File: src/rtl/fxp_div_pkg.sv
// Shared definitions for the fixed-point divider request controller:
// controller state encoding and the saturation limits of an N-bit word.
package fxp_div_pkg;

  typedef enum logic [2:0] {
    IDLE,
    LOAD,
    WAIT_CLR,
    WAIT_DONE,
    RESP
  } state_e;

  // Largest magnitude representable in an N-bit sign-magnitude word
  // (2^(N-1)-1), returned as a two's-complement value in 64 bits.
  function automatic logic [63:0] sm_max_pos(input int unsigned n);
    return (64'd1 << (n - 1)) - 64'd1;
  endfunction

  // Negative counterpart -(2^(N-1)-1), two's complement in 64 bits.
  function automatic logic [63:0] sm_max_neg(input int unsigned n);
    return ~sm_max_pos(n) + 64'd1;
  endfunction

endpackage

File: src/rtl/fxp_tc2sm.sv
// Combinational two's-complement to sign-magnitude converter.
// -2^(N-1) has no sign-magnitude image; it is clamped to -(2^(N-1)-1)
// and reported on ovf_o.
module fxp_tc2sm
  import fxp_div_pkg::*;
#(
  parameter int N = 32
) (
  input  logic [N-1:0] tc_i,
  output logic [N-1:0] sm_o,
  output logic         ovf_o
);

  logic [N-2:0] mag_neg;

  // Sign bit passes through; negative values take the negated low bits.
  always_comb begin
    mag_neg = ~tc_i[N-2:0] + (N-1)'(1);
    ovf_o   = 1'b0;
    if (!tc_i[N-1]) begin
      sm_o = tc_i;
    end else if (tc_i[N-2:0] == '0) begin
      sm_o  = '1;
      ovf_o = 1'b1;
    end else begin
      sm_o = {1'b1, mag_neg};
    end
  end

endmodule

File: src/rtl/fxp_div_req_ctrl.sv
// Request/response controller around a sign-magnitude fixed-point divider.
// Converts two's-complement operands to sign-magnitude, runs the divider's
// start/complete handshake, converts the quotient back and returns it.
// Divide-by-zero is answered directly with a saturated quotient.
// Optional watchdog: define FXP_DIV_TIMEOUT_EN to abort waits on the
// divider after TIMEOUT_CYCLES cycles (out_timeout is tied low otherwise).
module fxp_div_req_ctrl
  import fxp_div_pkg::*;
#(
  parameter int N              = 32,
  parameter int Q              = 3,
  parameter int TIMEOUT_CYCLES = 255
) (
  input  logic         clk,
  input  logic         rst,
  input  logic         in_valid,
  output logic         in_ready,
  input  logic [N-1:0] in_dividend,
  input  logic [N-1:0] in_divisor,
  output logic         out_valid,
  input  logic         out_ready,
  output logic [N-1:0] out_quotient,
  output logic         out_dbz,
  output logic         out_ovf,
  output logic         out_timeout,
  output logic         div_start,
  output logic [N-1:0] div_dividend,
  output logic [N-1:0] div_divisor,
  input  logic [N-1:0] div_quotient,
  input  logic         div_complete,
  output logic         busy
);

  // Q only documents the operand format; the controller is scale-free.
  if (N < 2 || N > 64 || Q < 0 || Q >= N || TIMEOUT_CYCLES < 1) begin : g_bad_params
    $error("fxp_div_req_ctrl: parameter out of range");
  end

  localparam logic [63:0]  MAX_POS_64 = sm_max_pos(N);
  localparam logic [63:0]  MAX_NEG_64 = sm_max_neg(N);
  localparam logic [N-1:0] SM_MAX_POS = MAX_POS_64[N-1:0];
  localparam logic [N-1:0] SM_MAX_NEG = MAX_NEG_64[N-1:0];

  state_e       state_q, state_d;
  logic [N-1:0] dvd_q, dvd_d, dvs_q, dvs_d, quot_q, quot_d;
  logic         dbz_q, dbz_d, ovf_q, ovf_d;
  logic [N-1:0] dvd_sm, dvs_sm, q_mag;
  logic         dvd_ovf, dvs_ovf;

`ifdef FXP_DIV_TIMEOUT_EN
  localparam int CNT_W = $clog2(TIMEOUT_CYCLES + 1);
  logic [CNT_W-1:0] cnt_q, cnt_d;
  logic             to_q, to_d;
`endif

  fxp_tc2sm #(.N(N)) u_dvd_conv (
    .tc_i  (in_dividend),
    .sm_o  (dvd_sm),
    .ovf_o (dvd_ovf)
  );

  fxp_tc2sm #(.N(N)) u_dvs_conv (
    .tc_i  (in_divisor),
    .sm_o  (dvs_sm),
    .ovf_o (dvs_ovf)
  );

  assign q_mag = {1'b0, div_quotient[N-2:0]};

  // Next-state and datapath-capture logic for the request sequence.
  always_comb begin
    state_d = state_q;
    dvd_d   = dvd_q;
    dvs_d   = dvs_q;
    quot_d  = quot_q;
    dbz_d   = dbz_q;
    ovf_d   = ovf_q;
`ifdef FXP_DIV_TIMEOUT_EN
    cnt_d   = cnt_q;
    to_d    = to_q;
`endif
    case (state_q)
      IDLE: begin
        if (in_valid) begin
          dvd_d = dvd_sm;
          dvs_d = dvs_sm;
          ovf_d = dvd_ovf | dvs_ovf;
          dbz_d = (dvs_sm[N-2:0] == '0);
`ifdef FXP_DIV_TIMEOUT_EN
          to_d  = 1'b0;
`endif
          if (dvs_sm[N-2:0] == '0) begin
            // Zero divisor: answer immediately, divider stays idle.
            quot_d  = in_dividend[N-1] ? SM_MAX_NEG : SM_MAX_POS;
            state_d = RESP;
          end else begin
            state_d = LOAD;
          end
        end
      end
      LOAD: begin
`ifdef FXP_DIV_TIMEOUT_EN
        cnt_d = '0;
`endif
        state_d = WAIT_CLR;
      end
      WAIT_CLR: begin
        // A complete still high here belongs to the previous operation.
        if (!div_complete) state_d = WAIT_DONE;
      end
      WAIT_DONE: begin
        if (div_complete) begin
          // Negating a zero magnitude yields 0, so negative zero vanishes.
          quot_d  = div_quotient[N-1] ? (~q_mag + N'(1)) : q_mag;
          state_d = RESP;
        end
      end
      RESP: begin
        if (out_ready) state_d = IDLE;
      end
      default: state_d = IDLE;
    endcase
`ifdef FXP_DIV_TIMEOUT_EN
    if ((state_q == WAIT_CLR || state_q == WAIT_DONE) && state_d == state_q) begin
      if (cnt_q == CNT_W'(TIMEOUT_CYCLES)) begin
        state_d = RESP;
        quot_d  = '0;
        to_d    = 1'b1;
      end else begin
        cnt_d = cnt_q + CNT_W'(1);
      end
    end
`endif
  end

  // State and operand/result registers.
  always_ff @(posedge clk or posedge rst) begin
    if (rst) begin
      state_q <= IDLE;
      dvd_q   <= '0;
      dvs_q   <= '0;
      quot_q  <= '0;
      dbz_q   <= 1'b0;
      ovf_q   <= 1'b0;
`ifdef FXP_DIV_TIMEOUT_EN
      cnt_q   <= '0;
      to_q    <= 1'b0;
`endif
    end else begin
      state_q <= state_d;
      dvd_q   <= dvd_d;
      dvs_q   <= dvs_d;
      quot_q  <= quot_d;
      dbz_q   <= dbz_d;
      ovf_q   <= ovf_d;
`ifdef FXP_DIV_TIMEOUT_EN
      cnt_q   <= cnt_d;
      to_q    <= to_d;
`endif
    end
  end

  // Handshake outputs decode straight from state, so reset clears them at once.
  assign in_ready     = (state_q == IDLE);
  assign out_valid    = (state_q == RESP);
  assign div_start    = (state_q == LOAD);
  assign busy         = (state_q != IDLE);
  assign div_dividend = dvd_q;
  assign div_divisor  = dvs_q;
  assign out_quotient = quot_q;
  assign out_dbz      = dbz_q;
  assign out_ovf      = ovf_q;
`ifdef FXP_DIV_TIMEOUT_EN
  assign out_timeout  = to_q;
`else
  assign out_timeout  = 1'b0;
`endif

endmodule

File: config.mk
export PLATFORM = sky130hd
export DESIGN_NAME = fxp_div_req_ctrl
export DESIGN_NICKNAME = d
export VERILOG_FILES = /design/src/rtl/fxp_div_pkg.sv /design/src/rtl/fxp_tc2sm.sv /design/src/rtl/fxp_div_req_ctrl.sv
export SDC_FILE = /design/constraint.sdc
export NUM_CORES = 1
export LEC_CHECK = 0
export CORE_UTILIZATION = 30
export CTS_CLUSTER_DIAMETER = 40
export DETAILED_ROUTE_END_ITERATION = 8
export SKIP_LAST_GASP = 1
export SLEW_MARGIN = 20
export SYNTH_ARGS = -nofsm -noshare
export SYNTH_HDL_FRONTEND = slang
export SYNTH_SLANG_ARGS = --single-unit
File: constraint.sdc
create_clock -name clk -period 2.7 [get_ports clk]
set_clock_uncertainty 0.05 [all_clocks]
set_input_delay 0.27 -clock clk [delete_from_list [all_inputs] [get_ports clk]]
set_output_delay 0.27 -clock clk [all_outputs]
set_load 0.01 [all_outputs]
==> results.md <==
* Outcome: complete, but fails checks
* Failing checks: setup timing
* Count leader, synth: dfrtp_1
* Maximum clock rate at around 0.34 GHz
* Port Buffers at a little over 200
* Die W at between 100 and 150 um
* CTS Hold Bufs at 0
* CP Class: in -> reg
* Leak at between 4 and 5 nW
* DRT Pass-1 Iters at 4
* R2R cell count at 8
* Area Overhead vs Synth at 70.1%
* Ys async rst share at 100%
* Final Hold Viols at 0
* Syn avg cell area at between 9 and 10 um^2
* Longest Clk Path Bufs at 2
* GRT Util Overall at between 20% and 30%
* Synth Instances at 718
* Pin count of the biggest net entering global routing at around 100
* Worst hold path type: in -> reg
* Slew Viols, Final at 0
* DP HPWL at between 15000 and 20000 um
* Synth Cell Area at about 6500 um^2
* Worst setup SP type: primary input
* CP max FO at 6
* Period utilization at 109%
* Layout cells sized above 1 at 31.6%
* Starting Density at 30.8%
* Clock Pin Slew Worst Setup and Hold Paths at 0.07 ns
* Core box area at roughly 21000 um^2
* Setup TNS Final at -6.81 ns
* Critical path required time at 2.88 ns
* # DRC at 0
* Compound-Gate Fraction of Synth Area at 18.5%
* Die footprint at about 22000 um^2
* Post-DP Area at about 10000 um^2
* Clk_lat worst skew at about 0.35 ns
* I/O pins at ~200
* Die H at ~150 um
* Setup ws final at -0.234 ns
* Initial antenna violation count at 0
* Cell Pwr Density at approximately 780 nW/um^2
* Final min period at approximately 2.9 ns
* Avg Vias per Cell at approximately 5
* Ant. Diodes at 0
* Post-synthesis mux area share at 8.33%
* Nets at around 1.2k
* DRT Wirelength at about 23000 um
* RSZ-0062 raised after global routing: yes
* Simple-gate share of the synthesized area at 18.9%
* Congestion Overflow GR at 0
* Clock Sinks at 101
* First-pass GRT wire length at ~35000 um
* Hold depth at 4
* CTS tree: built
* Pre-CTS WS at -0.905 ns
* Cell area after layout at approximately 11000 um^2
* Critical Path AT at between 3 and 4 ns
* CTS root buffer: clkbuf_16
* Least-Margin Pin Slew at 0.845 ns
* Routed WL per cell at roughly 17 um
* GP Congestion at between 0.9 and 1
* Max_slew headroom at between 40 and 50%
* Post-Synth XOR/XNOR Area at 10.8%
* Worst vdd ir at 0.000365 V
* Sequential element share of the synthesized area at between 30% and 40%
* Adder-cell share of the synthesized area at 0.579%
* DRT iter0 DRCs at approximately 240
* Main flop type after synthesis: dfrtp_1
* Yosys warning count at 0
* H-tree Lvls at 3
* Vias in the first global route at 6679
* Number of enable flip-flop cells after synthesis at 0
* Post-synth top area cell: dfrtp_1
* # Max-Cap Violations at 0
* CP endpoint kind: flop
* Top cells by count, synth: 101 x dfrtp_1, 78 x a21oi_1, 76 x nor2_1
* Finish-stage setup viols at 32
* Cell variety after synth at 67
* Num rows at 53
* Post-Syn Nets at ~800
* Largest family of logic cells by synthesized area: simple AND/OR/NAND/NOR gates
* Vias at 6785
* Seq cells post-synth at slightly above 100
* Synth top area share at about two fifths
* DRT antenna net count at 0
* Total CTS buffers at 9
* Top cells by area, synth: dfrtp_1 39%, xor2_1 9.7%, mux2_4 6.7%
## metal layers
layer,routed length (um),up-vias,track usage (%)
met5,0,-,0
met4,509,0,7.81
met3,1080,30,2.17
met2,10900,203,33.4
met1,10200,3242,27.3
li1,-,3310,-
## cell usage in the layout, fill, tap and decap left out, drive strengths merged, types with 7 or more instances in the layout
cell type and instances:
buf 194, nor2 76, a21oi 78, xnor2 8, nor3 24, clkdlybuf4s50 171, o41ai 10, dfrtp 101
nor4 13, nand2 58, xor2 72, o31ai 25, nand4 7, a31oi 12, clkbuf 23, mux2 33
inv 13, o21ai 40, or3 8, or4 11, dlymetal6s2s 11, nand3 16
## metrics by stage
| stage | power [W] | hold WS (ns) | util, % | std cells |
|---|---|---|---|---|
| floorplan | 0.00468 | 0.327 | - | 718 |
| global placement | 0.00700 | 0.412 | 47.6 | 1313 |
| detailed placement | 0.00707 | 0.408 | 47.6 | 1313 |
| CTS | 0.00856 | 0.306 | 50.9 | 1349 |
| global route | 0.00917 | 0.317 | 52.3 | 1354 |
| finish | 0.00864 | 0.314 | 52.3 | 1354 |
## worst max-delay path: stages
cell and delay [ns]:
buf_2 0.16, or4_4 0.53, or4b_4 0.51, a21oi_2 0.12, a2bb2oi_1 0.15, nand3_1 0.15
a2111oi_4 0.42, a31oi_4 0.18, buf_12 0.18, buf_12 0.14, mux2_4 0.29
## area by class of cell
class,count,area (um^2)
Fill cell,1954,10100
Clock inverter,1,7.51
Clock buffer,12,267
Tap cell,275,344
Inverter,14,76.3
Multi-Input combinational cell,558,4160
Timing Repair Buffer,393,3640
Sequential cell,101,2530
## kinds of logic (layout without fill, tap and decap cells)
| logic type | after synthesis | after routing |
|---|---|---|
| flip-flops | 101 | 101 |
| other | 1 | 1 |
| AND/OR/NAND/NOR | 244 | 244 |
| XOR/XNOR | 80 | 80 |
| multiplexers | 39 | 39 |
| AO/OA/AOI/OAI | 191 | 191 |
| adder cells (fa/ha/maj) | 3 | 3 |
| buffers and inverters | 59 | 420 |
## state kept, by name (all words and copies together) (netlist names)
signal	flops
out_ovf	1
div_divisor	32
out_quotient	32
state_q	3
div_dividend	32
out_dbz	1
## timing repair
action | in CTS | in global routing
cloned | 5 | 1
resized for setup | 64 | 98
buffers inserted | 18 | 5
pin swaps | 32 | 39
endpoints found under the setup margin | 67 | 68
## path summary, 6_finish.rpt
path / slack, ns / end / startpoint
max in group asynchronous: 1.80 / div_divisor[8] / rst
min: 0.31 / div_divisor[0] / in_divisor[0]
min reg2reg: 0.43 / out_dbz / out_dbz
max reg2reg: 0.42 / out_quotient[22] / state_q[0]
min in group asynchronous: 0.40 / div_dividend[21] / rst
max: -0.23 / out_quotient[22] / in_divisor[0]
## where the power goes
part,leakage (nW),internal (W),switching (W)
registers,1.16,0.00227,0.000448
logic,3.48,0.00266,0.00202
clock network,0.133,0.000687,0.000564
total,4.77,0.00561,0.00303
(Power assumes the default switching activity.)
